--- config.mk ---
export PLATFORM = sky130hd
export DESIGN_NAME = key_poll_ctrl
export DESIGN_NICKNAME = d
export VERILOG_FILES = /design/src/rtl/key_poll_ctrl.sv
export SDC_FILE = /design/constraint.sdc
export NUM_CORES = 1
export LEC_CHECK = 0
export BUFFER_PORTS_ARGS = -buffer_cell sky130_fd_sc_hd__buf_2
export CELL_PAD_IN_SITES_DETAIL_PLACEMENT = 1
export CELL_PAD_IN_SITES_GLOBAL_PLACEMENT = 1
export CORE_ASPECT_RATIO = 1.25
export CORE_MARGIN = 4
export CORE_UTILIZATION = 41
export CTS_CLUSTER_SIZE = 14
export DETAILED_ROUTE_END_ITERATION = 12
export HOLD_SLACK_MARGIN = 0.12
export PLACE_DENSITY = 0.91
export SKIP_CTS_REPAIR_TIMING = 1
export SYNTH_ARGS = -nofsm -noshare
export SYNTH_HDL_FRONTEND = slang
export SYNTH_SLANG_ARGS = --single-unit
--- constraint.sdc ---
create_clock -name clk -period 8 [get_ports clk]
set_input_delay 1.2 -clock clk [delete_from_list [all_inputs] [get_ports clk]]
set_output_delay 1.2 -clock clk [all_outputs]
set_load 0.01 [all_outputs]
--- src/rtl/key_poll_ctrl.sv ---
// Key PIO poller: periodically reads and clears the PIO edge-capture register and queues non-zero key edge sets in a small FIFO.
// Optional feature: define KEY_POLL_CTRL_IRQ_EN to drive irq from evt_valid delayed by one cycle; otherwise irq is tied low.
module key_poll_ctrl #(
    parameter int POLL_DIV   = 50000,
    parameter int FIFO_DEPTH = 4
) (
    input  logic        clk,
    input  logic        reset_n,
    output logic [1:0]  pio_address,
    output logic        pio_chipselect,
    output logic        pio_write_n,
    output logic [31:0] pio_writedata,
    input  logic [31:0] pio_readdata,
    output logic        evt_valid,
    output logic [3:0]  evt_data,
    input  logic        evt_ready,
    output logic        ovf,
    input  logic        ovf_clr,
    output logic        irq
);

    localparam int CW = $clog2(POLL_DIV);
    localparam int PW = $clog2(FIFO_DEPTH);
    localparam int NW = PW + 1;
    localparam logic [CW-1:0] CNT_MAX = CW'(POLL_DIV - 1);
    localparam logic [NW-1:0] DEPTH_N = NW'(FIFO_DEPTH);

    typedef enum logic [2:0] {
        IDLE = 3'd0,
        RD   = 3'd1,
        CAP  = 3'd2,
        CLR  = 3'd3,
        PUSH = 3'd4
    } state_t;

    state_t          state_r, state_s;
    logic [CW-1:0]   cnt_r;
    logic            tick_s;
    logic [3:0]      cap_r;
    logic [1:0]      addr_r, addr_s;
    logic            cs_r, cs_s;
    logic            wn_r, wn_s;
    logic [31:0]     wd_r, wd_s;
    logic [3:0]      mem_r [FIFO_DEPTH];
    logic [PW-1:0]   wr_ptr_r, rd_ptr_r, rd_ptr_s;
    logic [NW-1:0]   count_r, count_s;
    logic            full_s, push_s, pop_s, ovf_set_s;
    logic [3:0]      front_s, evt_data_r;
    logic            evt_valid_r, ovf_r;
    logic            unused_s;

    assign unused_s = ^pio_readdata[31:4];
    assign tick_s   = (cnt_r == CNT_MAX);

    // Free-running poll divider.
    always_ff @(posedge clk or negedge reset_n) begin
        if (!reset_n) begin
            cnt_r <= '0;
        end else if (tick_s) begin
            cnt_r <= '0;
        end else begin
            cnt_r <= cnt_r + CW'(1);
        end
    end

    // Next state plus bus values for the upcoming state, so the bus pins come straight from flops.
    always_comb begin
        state_s = state_r;
        addr_s  = 2'd0;
        cs_s    = 1'b0;
        wn_s    = 1'b1;
        wd_s    = 32'd0;
        case (state_r)
            IDLE: begin
                if (tick_s) state_s = RD;
                else        state_s = IDLE;
            end
            RD:   state_s = CAP;
            CAP: begin
                if (pio_readdata[3:0] != 4'd0) state_s = CLR;
                else                           state_s = IDLE;
            end
            CLR:  state_s = PUSH;
            PUSH: state_s = IDLE;
            default: state_s = IDLE;
        endcase
        case (state_s)
            RD: begin
                cs_s   = 1'b1;
                addr_s = 2'd3;
            end
            CLR: begin
                cs_s   = 1'b1;
                wn_s   = 1'b0;
                addr_s = 2'd3;
            end
            default: begin
                cs_s   = 1'b0;
                wn_s   = 1'b1;
                addr_s = 2'd0;
            end
        endcase
    end

    // FSM state, registered bus outputs and captured edge set.
    always_ff @(posedge clk or negedge reset_n) begin
        if (!reset_n) begin
            state_r <= IDLE;
            addr_r  <= 2'd0;
            cs_r    <= 1'b0;
            wn_r    <= 1'b1;
            wd_r    <= 32'd0;
            cap_r   <= 4'd0;
        end else begin
            state_r <= state_s;
            addr_r  <= addr_s;
            cs_r    <= cs_s;
            wn_r    <= wn_s;
            wd_r    <= wd_s;
            if (state_r == CAP) cap_r <= pio_readdata[3:0];
        end
    end

    // A pop frees a slot in the same cycle, so a full FIFO still accepts a push alongside it.
    always_comb begin
        full_s    = (count_r == DEPTH_N);
        pop_s     = evt_valid_r && evt_ready;
        push_s    = (state_r == PUSH) && (!full_s || pop_s);
        ovf_set_s = (state_r == PUSH) && full_s && !pop_s;
        rd_ptr_s  = pop_s ? (rd_ptr_r + PW'(1)) : rd_ptr_r;
        case ({push_s, pop_s})
            2'b10:   count_s = count_r + NW'(1);
            2'b01:   count_s = count_r - NW'(1);
            default: count_s = count_r;
        endcase
        if (push_s && (wr_ptr_r == rd_ptr_s)) front_s = cap_r;
        else                                  front_s = mem_r[rd_ptr_s];
    end

    // FIFO storage, pointers, registered head-of-queue and sticky overflow.
    always_ff @(posedge clk or negedge reset_n) begin
        if (!reset_n) begin
            for (int i = 0; i < FIFO_DEPTH; i++) mem_r[i] <= 4'd0;
            wr_ptr_r    <= '0;
            rd_ptr_r    <= '0;
            count_r     <= '0;
            evt_valid_r <= 1'b0;
            evt_data_r  <= 4'd0;
            ovf_r       <= 1'b0;
        end else begin
            if (push_s) begin
                mem_r[wr_ptr_r] <= cap_r;
                wr_ptr_r        <= wr_ptr_r + PW'(1);
            end
            rd_ptr_r    <= rd_ptr_s;
            count_r     <= count_s;
            evt_valid_r <= (count_s != '0);
            evt_data_r  <= front_s;
            if (ovf_set_s)    ovf_r <= 1'b1;
            else if (ovf_clr) ovf_r <= 1'b0;
        end
    end

`ifdef KEY_POLL_CTRL_IRQ_EN
    logic irq_r;

    // Interrupt follows evt_valid one cycle later.
    always_ff @(posedge clk or negedge reset_n) begin
        if (!reset_n) irq_r <= 1'b0;
        else          irq_r <= evt_valid_r;
    end
    assign irq = irq_r;
`else
    assign irq = 1'b0;
`endif

    assign pio_address    = addr_r;
    assign pio_chipselect = cs_r;
    assign pio_write_n    = wn_r;
    assign pio_writedata  = wd_r;
    assign evt_valid      = evt_valid_r;
    assign evt_data       = evt_data_r;
    assign ovf            = ovf_r;

endmodule

Yosys cells after proc, flatten, opt, wreduce, memory -nomap -nowiden
Index checks and enable logic that the tools add are counted.
{"block": "totals", "ff_bits": 56, "input_bits": 36, "output_inout_bits": 43, "elab_cells": 69}
{"block": "op_classes", "addsub": 5, "order_cmp": 3, "n_eq_ne": 11, "muxes": 18, "n_bitwise": 2, "n_reduce_logical": 14}
{"cell": "adder 16 x 1 -> 16 bit, second input constant", "n": 1}
{"cell": "bitwise mux 16 bit", "n": 1}
{"cell": "== test 16 bit, second input constant", "n": 1}
{"cell": "2-to-1 mux 16 bit", "n": 1}
{"cell": "2-to-1 mux 4 bit", "n": 4}
{"cell": "case mux 3 bit (4 select lines)", "n": 1}
{"cell": "== test 3 x 2 -> 1 bit, second input constant", "n": 3}
{"cell": "binary-select mux 4 bit (select 2 bit)", "n": 1}
{"cell": "demux 4 bit (select 2 bit)", "n": 1}
{"cell": "== test 3 x 1 -> 1 bit, second input constant", "n": 2}
{"cell": "== test 3 bit, second input constant", "n": 2}
{"cell": "greater-or-equal comparator 3 bit, second input constant", "n": 2}
{"cell": "logical AND 1 bit", "n": 6}
{"cell": "2-to-1 mux 2 bit", "n": 3}
{"cell": "inverter 2 -> 3 bit", "n": 2}
{"cell": "case mux 3 bit (2 select lines)", "n": 1}
{"cell": "2-to-1 mux 1 bit", "n": 5}
{"cell": "adder 2 x 1 -> 2 bit, second input constant", "n": 2}
{"cell": "nonzero test 4 bit", "n": 1}
{"cell": "adder 3 x 1 -> 3 bit, second input constant", "n": 1}
{"cell": "logical NOT 3 bit", "n": 1}
{"cell": "< comparator 3 x 1 -> 1 bit, second input constant", "n": 1}
{"cell": "nonzero test 3 bit", "n": 1}
{"cell": "subtractor 3 x 1 -> 3 bit, second input constant", "n": 1}
{"cell": "other kinds (7)", "n": 8}

Longest topological paths before layout
Gate-level depths: netlist of the first run.
{"block": "logic_depth", "word_depth": 7, "mapped_depth": 9, "depth_no_buf": 9}

Least setup slack after synthesis of the first run
No wires, ideal clock.
{"block": "synth_path", "path_type": "input port to flip-flop", "from": "input evt_ready", "to": "register evt_valid_r, in the netlist evt_valid", "setup_time_ps": 131, "arrival_ps": 2978, "required_ps": 7869, "setup_slack_ps": 4891, "cell_stages": 7, "path_buffers": 0, "cell_sequence": "nand2_1 a31oi_4 inv_1 ha_1 fa_1 mux2_2 or3_1"}
{"block": "synth_via", "elab_chain_cells": 6, "elab_cells_between_ends": 7, "classes_between": "eq/ne (2); mux (1); reduce/logical (4)"}
{"element": "from (decl)", "line_no": "16", "rtl": "input logic evt_ready,"}
{"element": "logical AND 1 bit (*)", "line_no": "127", "rtl": "pop_s = evt_valid_r && evt_ready;"}
{"element": "logical OR 1 bit", "line_no": "128", "rtl": "push_s = (state_r == PUSH) && (!full_s || pop_s);"}
{"element": "logical AND 1 bit", "line_no": "128"}
{"element": "== test 2 x 1 -> 1 bit or == test 2 bit (tied branches)", "line_no": "131", "rtl": "case ({push_s, pop_s})"}
{"element": "case mux 3 bit (2 select lines) (*)", "line_no": "131"}
{"element": "named net count_s[1]", "line_no": "46", "rtl": "logic [NW-1:0] count_r, count_s;"}
{"element": "nonzero test 3 bit (*)", "line_no": "157", "rtl": "evt_valid_r <= (count_s != '0);"}
{"element": "to (signal assigned)", "line_no": "157"}
{"element": "to (decl)", "line_no": "49", "rtl": "logic evt_valid_r, ovf_r;"}
Mark *: on every way through the listed nets, which the timed path passes. The rest lies on a longest branch.
A chain may end at the register's enable or synchronous reset.

Worst setup path in the final report of the first run
Same ends and word-level chain as after synthesis.

==> key figures, run 1 <==
Status
  – Outcome: completed

Yosys
  – Async SR Flop Fraction: 1.00
  – Avg Synthesized Cell Area: roughly 11 um2
  – Most frequent cell after synthesis: dfrtp_1
  – Register area share after synthesis: 0.464
  – Synth top cells by count: dfrtp_1, buf_4, mux2_2, and3_1, a211oi_1
  – Top-area cell type share of the netlist area: 0.455
  – Synthesized instance count: 261
  – Top_reg_cell synth: dfrtp_1
  – Synth area leaders: dfrtp_1, mux2_2, buf_4
  – Number of synthesized register bits: 54
  – Distinct cells, synth: 46
  – Post-synth EDFFs: 0
  – Cell area after synthesis: 2910 um2
  – Synth area leader: dfrtp_1
  – Synthesis Warnings: 0

Die
  – Num ports: between 70 and 80
  – Die area: ~8500 um2
  – Std cell rows: 34
  – Die height: 102 um
  – Core area: between 6000 and 7000 um2
  – Initial core utilization: 0.420
  – Die width: 83.4 um

Timing
  – Final worst slack: approximately 4.3 ns
  – Final Hold Viols: 0
  – Final setup fails: 0
  – Setup tns final: 0 ns
  – Worst-Margin Slew: slightly above 0.7 ns
  – Final worst-path cycle share: 0.460
  – RSZ-0062 raised after global routing: false
  – Final clock skew: approximately 0.0089 ns
  – Tmin final: about 3.7 ns
  – Worst slew margin: 0.530
  – Fmax: 272 MHz
  – Pins Over Slew Limit: 0

Detailed routing
  – Residual DRC: 0
  – Via density: between 5 and 6
  – Pre-Repair DR Iteration Count: 4
  – Top routing layer in use: met4
  – Routed Antenna Nets: 0
  – Routed wl met3: 212 um
  – Met1 wire length: approximately 2400 um
  – DRT iter0 DRCs: 89
  – Via count: between 1500 and 2000
  – Metal2 WL: ~3100 um
  – Final WL: 5840 um
  – DR WL/cell: approximately 16 um

Power and ir drop
  – Int Pwr: 0.460 mW
  – NetSw: around 0.21 mW
  – Peak VDD IR: approximately 0.00012 V
  – Leak pwr: 1.46 nW
  – Clk network pwr share: 0.269
  – Seq pwr share: 0.496
  – Switching share of power: 0.309
  – Comb power frac: 0.235
  – Pwr Density: between 200 and 250 nW/um2

Critical path
  – CP startpoint kind: input pin
  – Crit-path max FO: 20
  – Reg2reg start: evt_valid
  – Reg2reg end: evt_valid
  – R2R depth: 7
  – Worst path arrival time: a little under 4 ns
  – CP required: approximately 8.2 ns
  – Crit Path Class: input pin to flop
  – CP Capture Type: flop
  – Reg2Reg Setup Slack: 4.68 ns
  – Crit path from: evt_ready
  – Crit path capture: evt_valid

Clock network
  – CTS tree: done
  – Worst-path clk slew: 0.09 ns
  – # H-tree levels: 2
  – CTS Sinks: 54
  – CTS root buf: clkbuf_8
  – Clk Latency, worst-skew pair: 0.31 ns
  – Clock Path Buffers: 2
  – CTS Buf Count: 5

Placement
  – IO Port Bufs: 17
  – Dpl hpwl: about 4200 um
  – Setup WS pre-CTS: ~4.0 ns
  – GPL Wtd Cong: around 0.8

Global routing
  – Gr ovfl total: 0
  – Tot GR Track Use: 0.145
  – First-pass GRT wire length: about 9900 um
  – Antenna violations before repair: 0
  – Vias in the first global route: around 2000
  – Largest net degree at the start of global routing: 55

Cells and area
  – Layout cell share with drive strength beyond 1: 0.207
  – Sequential cell area: approximately 1400 um2
  – Area occupied by multi-input gates: ~1400 um2
  – # diodes: 0
  – Nets: 318
  – Layout area overhead: 4.85%
  – FILL cells: a little under 800

Flow run
  – MaxCap Viol Count: 0

Worst hold path
  – HP Class: flop to flop
==> power by group through the flow <==
stage / registers [mW] / clock network (mW) / logic [mW]
finish: 0.330 / 0.179 / 0.157
global route: 0.335 / 0.197 / 0.177
CTS: 0.330 / 0.186 / 0.160
detailed placement: 0.336 / 0 / 0.159
global placement: 0.334 / 0 / 0.149
floorplan: 0.321 / 0 / 0.136
==> worst max-delay path, cell delays in order <==
cell     delay (ns)
buf_2          0.27
nand2_1        0.50
a31oi_4        0.47
inv_1          0.08
ha_1           0.24
fa_1           0.45
mux2_2         0.28
or3_1          0.38
==> flip-flops by register name, summed over array words and instances, names as in the netlist <==
| signal | flops |
|---|---|
| count_r | 3 |
| cap_r | 4 |
| evt_data | 4 |
| state_r | 3 |
| mem_r | 16 |
| rd_ptr_r | 2 |
| cnt_r | 16 |
| evt_valid | 1 |
| ovf | 1 |
| pio_write_n | 1 |
| wr_ptr_r | 2 |
| pio_address | 1 |
==> cell families after synthesis <==
logic type / synth area share
fa+ha+maj: 0.0326
compound gates: 0.0846
simple gates: 0.158
xor+xnor: 0.0511
buf+inv: 0.108
flops: 0.464
mux: 0.100
other cells: 0.00129
==> layer usage <==
layer  up-vias  global-route usage
met2        34               0.266
met1       953               0.173
met3         6              0.0274
li1        886                   -
met4         0              0.0440
met5         -                   0
==> cell usage in the layout (no fill, tap or decap), drive strengths merged, types with 2 or more instances in the layout <==
cell type  synthesis  routed
a2111oi            4       4
a211oi            12      12
a21oi              5       5
and2               5       5
and3              16      16
and4               3       3
buf               35      18
clkbuf             8       5
clkinv             0       2
conb               1      33
dfrtp             53      53
ha                 6       6
inv                6       6
mux2              25      25
nand2             10      10
nand2b             4       4
nand3              6       6
nand4              5       5
nor2              11      11
nor4               5       5
o21ai              2       2
or4bb              2       2
xnor2             11      11
xor2               6       6
==> area by class of cell <==
class / count / share of cell area
multi-input combinational: 190 / 0.447
sequential: 54 / 0.443
tap: 90 / 0.0369
timing repair buffer: 18 / 0.0303
clock buffer: 5 / 0.0225
clock inverter: 3 / 0.0131
inverter: 6 / 0.00737
==> worst min-delay path by stage <==
stage | startpoint | end | slack, ns | cells after the start
finish | cnt_r[15] | cnt_r[15] | 0.48 | 1
global route | cnt_r[12] | cnt_r[12] | 0.53 | 1
CTS | cnt_r[15] | cnt_r[15] | 0.49 | 1
detailed placement | cnt_r[15] | cnt_r[15] | 0.47 | 1
global placement | cnt_r[15] | cnt_r[15] | 0.46 | 1
floorplan | cnt_r[15] | cnt_r[15] | 0.44 | 1
==> per-stage QoR <==
step | hold WS (ns) | power [mW] | instances | cell area, um2 | util
after CTS | 0.488 | 0.676 | 366 | 3050 | 0.440
after detailed placement | 0.474 | 0.495 | 358 | 2950 | 0.425
after floorplan | 0.439 | 0.457 | 293 | 3030 | -
after global placement | 0.457 | 0.483 | 358 | 2950 | 0.425
after global routing | 0.530 | 0.708 | 366 | 3050 | 0.440
final | 0.481 | 0.665 | 366 | 3050 | 0.440
No activity file was read; power rests on OpenSTA's default activity.
==> run 2, diff against run 1 <==
- ABC_AREA: default -> 1
- CORE_UTILIZATION: 41 -> 39
- clock period: 8 -> 3.58 ns (I/O delays scaled with it)
==> run 2 against run 1 <==
Utilization decreased by 1.9 points. Global-route usage increased by 0.41 points. Wire length increased by 5.2%. Critical endpoint unchanged. Clock-buffer cell count increased by 1.
==> key figures, run 2 <==
Status
  – Outcome: completed

Cells and area
  – Fin util: 0.421
  – Top flop regs: cnt_r: 16 flops, mem_r: 16 flops
  – FILL cells: around 920
  – # diodes: 0
  – Nets: ~410
  – Commonest non-fill, non-tap cell in the layout: nand2_1
  – Layout cell share with drive strength beyond 1: 0.131
  – Number of non-filler instances in the completed layout: about 460
  – Layout area overhead: 5.05%
  – Commonest non-fill, non-tap cells in the layout: nand2_1, dfrtp_1, inv_1

Critical path
  – Worst path arrival time: about 2.3 ns
  – CP Capture Type: flop
  – Crit-path max FO: 4
  – CP startpoint kind: flop
  – CP required: around 3.8 ns
  – Crit Path Class: flop to flop

Clock network
  – CTS Sinks: between 50 and 60
  – Clock Path Buffers: 2
  – Clk Latency, worst-skew pair: 0.32 ns
  – # H-tree levels: 2
  – Worst-path clk slew: approximately 0.11 ns
  – CTS Buf Count: 5
  – CTS tree: done
  – CTS root buf: clkbuf_8

Detailed routing
  – Pre-Repair DR Iteration Count: 4
  – Routed Antenna Nets: 0
  – DRT iter0 DRCs: 108
  – Via count: 2143
  – Residual DRC: 0
  – DR WL/cell: between 10 and 15 um
  – Via density: about 4.7
  – Final WL: slightly above 6000 um

Die
  – Std cell rows: 35
  – Core area: 7360 um2
  – Initial core utilization: 0.401
  – Num ports: 79
  – Die area: about 9000 um2
  – Die width: 85.8 um
  – Die height: about 110 um

Global routing
  – First-pass GRT wire length: around 11000 um
  – Antenna violations before repair: 0
  – Largest net degree at the start of global routing: 44
  – Tot GR Track Use: 0.149
  – Gr ovfl total: 0
  – Vias in the first global route: ~2400

Yosys
  – Synth top cells by count: nand2_1, dfrtp_1, inv_1, buf_4, nand3_1
  – XOR/XNOR Fraction of Synth Area: 0.0297
  – Cell area after synthesis: roughly 3000 um2
  – Synthesis Warnings: 0
  – Number of synthesized register bits: 54
  – Compound-cell area share of the yosys netlist: 0.0598
  – Most frequent cell after synthesis: nand2_1
  – Post-synth EDFFs: 0
  – Largest family of logic cells by synthesized area: simple AND/OR/NAND/NOR gates
  – Synth area leader: dfrtp_1
  – Synth Area in Simple Gates: 0.262
  – Register area share after synthesis: 0.458
  – Top_reg_cell synth: dfrtp_1
  – Post-Synth Adder-Cell Area: 0.0322
  – Synth area leaders: dfrtp_1, nand2_1, buf_4
  – Synthesized instance count: between 300 and 400
  – Top-area cell type share of the netlist area: 0.450
  – Mux share of post-synthesis cell area: 0.00382
  – Distinct cells, synth: 30
  – Avg Synthesized Cell Area: about 8.6 um2
  – Async SR Flop Fraction: 1.00

Power and ir drop
  – Seq pwr share: 0.483
  – NetSw: slightly above 0.5 mW
  – Peak VDD IR: approximately 0.00019 V
  – Comb power frac: 0.268
  – Pwr Density: 469 nW/um2
  – Switching share of power: 0.346
  – Int Pwr: ~0.95 mW
  – Leak pwr: around 1.7 nW
  – Clk network pwr share: 0.249

Timing
  – Final clock skew: slightly above 0.02 ns
  – Worst slew margin: 0.357
  – Worst-Margin Slew: approximately 0.96 ns
  – Final Hold Viols: 0
  – Fmax: around 470 MHz
  – Setup tns final: 0 ns
  – Tmin final: ~2.1 ns
  – Final worst-path cycle share: 0.594
  – RSZ-0062 raised after global routing: false
  – Final setup fails: 0
  – Pins Over Slew Limit: 0

Flow run
  – MaxCap Viol Count: 0

Worst hold path
  – HP Class: input pin to asynchronous set/reset pin

Placement
  – Dpl hpwl: between 4000 and 5000 um
  – IO Port Bufs: 17
  – Placed cells: 450
  – GPL Wtd Cong: slightly above 0.8
[run 2: cell count changes after synthesis, sizes merged, moves of 10 or more]
cell / change
o21ai: +27
nand2: +74
inv: +39
and3: -16
mux2: -24
xnor2: -10
nor2: +16
nand3: +24
a211oi: -12
[run 2: cells by family after synthesis]
kind of cell / count (synthesis)
other: 1
AND/OR/NAND/NOR: 157
buffers and inverters: 82
adder cells (fa/ha/maj): 7
multiplexers: 1
flip-flops: 54
AO/OA/AOI/OAI: 32
XOR/XNOR: 10
[run 2: cell type report]
class / instances / area [um2] / area share
sequential: 54 / 1350 / 0.436
inverter: 46 / 178 / 0.0573
tap: 92 / 115 / 0.0371
clock buffer: 6 / 82.6 / 0.0266
timing repair buffer: 18 / 92.6 / 0.0299
clock inverter: 2 / 12.5 / 0.00404
multi-input combinational: 240 / 1270 / 0.409
[run 2: power groups by stage]
stage	clock (mW)	sequential [mW]	combinational, mW
2_1_floorplan	0	0.720	0.302
3_3_place_gp	0	0.709	0.365
3_5_place_dp	0	0.713	0.393
4_1_cts	0.368	0.702	0.396
5_1_grt	0.406	0.710	0.448
6_report	0.361	0.702	0.390
[run 2: per-layer routing]
| metal | up-vias | part of all wire | GRT usage | wire [um] |
|---|---|---|---|---|
| met5 | - | 0 | 0 | 0 |
| met4 | 0 | 0.019 | 0.0532 | 114 |
| met1 | 1051 | 0.39 | 0.171 | 2400 |
| met3 | 12 | 0.024 | 0.0250 | 149 |
| met2 | 28 | 0.57 | 0.273 | 3480 |
| li1 | 1052 | - | - | - |
[run 2: path summary, 6_finish.rpt]
path / startpoint / to / slack [ns] / depth (start not counted)
worst max register to register: evt_valid / evt_valid / 1.45 / 10
worst max-delay path: evt_valid / evt_valid / 1.45 / 10
worst min register to register: mem_r[11] / mem_r[11] / 0.48 / 2
min in group clk: ovf_clr / ovf / 0.41 / 2
worst min-delay path: reset_n / count_r[1] / 0.36 / 1
max in group asynchronous: reset_n / pio_address[0] / 2.47 / 2
[run 2: critical path, cell delays in order (launching register included)]
cell     delay, ns
dfrtp_1       0.42
nand2_2       0.13
nand3_1       0.19
nand2_4       0.11
ha_1          0.25
fa_1          0.39
a21oi_1       0.13
o21ai_0       0.11
xor2_1        0.17
inv_1         0.07
nand2_1       0.05
[run 2: stage by stage]
| stage | power, mW | area [um2] | hold WS (ns) | setup WS (ns) |
|---|---|---|---|---|
| after global placement | 1.07 | 3000 | 0.456 | 1.35 |
| after floorplan | 1.02 | 3070 | 0.241 | 1.55 |
| after global routing | 1.56 | 3100 | 0.404 | 1.29 |
| after detailed placement | 1.11 | 3000 | 0.463 | 1.23 |
| after CTS | 1.47 | 3100 | 0.408 | 1.45 |
| final | 1.45 | 3100 | 0.360 | 1.45 |
==> run 3, diff against run 2 <==
- CORE_UTILIZATION: 39 -> 35
- PLACE_DENSITY: 0.91 -> 0.87
- clock period: 3.58 -> 1.9 ns (I/O delays scaled with it)
==> run 3 against run 2 <==
Utilization down 3.5 points. Sequential share of layout area fell by 1.1 points. Via count fell by 1.4%. Die area up 10%. Largest cell class unchanged. Critical path depth shrank 2. Maximum frequency is 12% higher. Clock skew is 0.0059 ns lower. Highest routed layer unchanged. Worst setup slack lost 1.5 ns. Critical endpoint unchanged. Non-clock buffer count rose by 8. Wire length fell by 0.11%. First-iteration DRC count shrank 36%. Clock-buffer cell count did not move.
==> key figures, run 3 (synthesized netlist as in run 2, its figures left out) <==
Critical path
  – Crit-path max FO: 3
  – Worst path arrival time: approximately 2.1 ns
  – R2R depth: 8
  – CP Capture Type: flop
  – CP startpoint kind: flop
  – Cell repeated most along the worst path: nor2_1
  – Worst-path cell chain: nor2_1, nand3_2, nand2_4, ha_4, fa_2, mux2_2, nor2_1, nand2_1
  – Crit-path slowest cell: dfrtp_1
  – Crit Path Class: flop to flop
  – Slowest stage delay, CP: 0.42 ns
  – CP required: 2.11 ns

Timing
  – Final Hold Viols: 0
  – Final worst-path cycle share: 0.999
  – Final clock skew: about 0.015 ns
  – Fmax: 527 MHz
  – Setup tns final: 0 ns
  – WHS: between 0.15 and 0.2 ns
  – Pins Over Slew Limit: 0
  – Tmin final: roughly 1.9 ns
  – Final setup fails: 0
  – RSZ-0062 raised after global routing: true

Placement
  – Dpl hpwl: 4810 um
  – IO Port Bufs: 17
  – GPL Wtd Cong: between 0.8 and 0.9
  – Placed cells: about 460

Die
  – Die width: between 90 and 100 um
  – Die area: 9970 um2
  – Die height: approximately 110 um
  – Std cell rows: 37
  – Num ports: between 70 and 80
  – Initial core utilization: 0.358
  – Core area: roughly 8200 um2

Detailed routing
  – Pre-Repair DR Iteration Count: 4
  – Residual DRC: 0
  – DR WL/cell: between 10 and 15 um
  – Routed Antenna Nets: 0
  – Via density: 4.49
  – Via count: approximately 2100
  – DRT iter0 DRCs: ~70
  – Final WL: approximately 6100 um

Power and ir drop
  – Leak pwr: about 1.7 nW
  – NetSw: around 0.9 mW
  – Peak VDD IR: approximately 0.00036 V
  – Seq pwr share: 0.482
  – Int Pwr: approximately 1.8 mW
  – Overall Power: between 2 and 3 mW
  – Comb power frac: 0.289
  – Switching share of power: 0.341
  – Pwr Density: between 800 and 900 nW/um2
  – Clk network pwr share: 0.230

Worst hold path
  – HP Class: input pin to flop
  – WHS Path Cells: 2

Cells and area
  – Layout cell share with drive strength beyond 1: 0.155
  – Number of non-filler instances in the completed layout: 471
  – Layout area overhead: 7.76%
  – Commonest non-fill, non-tap cell in the layout: nand2_1
  – Commonest non-fill, non-tap cells in the layout: nand2_1, dfrtp_1, inv_1
  – Nets: roughly 420
  – # diodes: 0
  – Top flop regs: cnt_r: 16 flops, mem_r: 16 flops

Clock network
  – CTS Buf Count: 5
  – # H-tree levels: 2
  – CTS root buf: clkbuf_8
  – CTS tree: done
  – Clock Path Buffers: 2
  – Worst-path clk slew: ~0.1 ns
  – CTS Sinks: 54
  – Clk Latency, worst-skew pair: ~0.31 ns

Global routing
  – Gr ovfl total: 0
  – Antenna violations before repair: 0
  – Tot GR Track Use: 0.127
  – Largest net degree at the start of global routing: 23
  – First-pass GRT wire length: roughly 10000 um
  – Vias in the first global route: 2232

Flow run
  – MaxCap Viol Count: 0

Status
  – Outcome: completed
-- run 3: cell types whose count changed in the layout (fill, tap and decap cells not counted), sizes merged --
cell         before  now
dlygate4sd3       0    1
clkinv            2    3
clkinvlp          1    0
buf              18   25
-- run 3: final cells by class --
class,instances,area [um2]
Tap cell,97,121
Sequential cell,54,1350
Inverter,46,178
Clock buffer,6,72.6
Timing Repair Buffer,26,155
Clock inverter,2,10.0
Multi-Input combinational cell,240,1290
Fill cell,1022,5060
-- run 3: layer usage --
layer  track usage  wire length, um
met2         0.243             3420
met4        0.0337               78
met5             0                0
met1         0.141             2440
met3        0.0272              200
-- run 3: path summary, 6_finish.rpt --
path                               end  slack [ns]        from
setup / recovery             evt_valid       0.002  count_r[1]
hold / removal                     ovf        0.16     ovf_clr
setup reg to reg             evt_valid       0.002  count_r[1]
hold reg to reg               mem_r[9]        0.48    mem_r[9]
max in group asynchronous  evt_data[3]        0.78     reset_n
min in group asynchronous     cnt_r[7]        0.46     reset_n
-- run 3: critical path: cells and delay by family (launching register included) --
family / cells / cell delay (ns)
adder cells (fa/ha/maj): 2 / 0.56
flip-flops: 1 / 0.42
multiplexers: 1 / 0.28
AND/OR/NAND/NOR: 5 / 0.54
-- run 3: power by group through the flow --
stage / Combinational (mW) / Clock [mW] / Sequential [mW]
floorplan: 0.577 / 0 / 1.36
global placement: 0.721 / 0 / 1.33
detailed placement: 0.770 / 0 / 1.33
CTS: 0.771 / 0.652 / 1.31
global route: 0.924 / 0.719 / 1.32
finish: 0.786 / 0.625 / 1.31
-- run 3: per-stage QoR --
stage | utilization | cell area [um2] | setup WS (ns)
final | 0.386 | 3180 | 0.00226
after floorplan | - | 3080 | -0.00608
after global placement | 0.372 | 3070 | 0.0644
after CTS | 0.382 | 3150 | -0.0349
after global routing | 0.386 | 3180 | -0.115
after detailed placement | 0.372 | 3070 | -0.0124
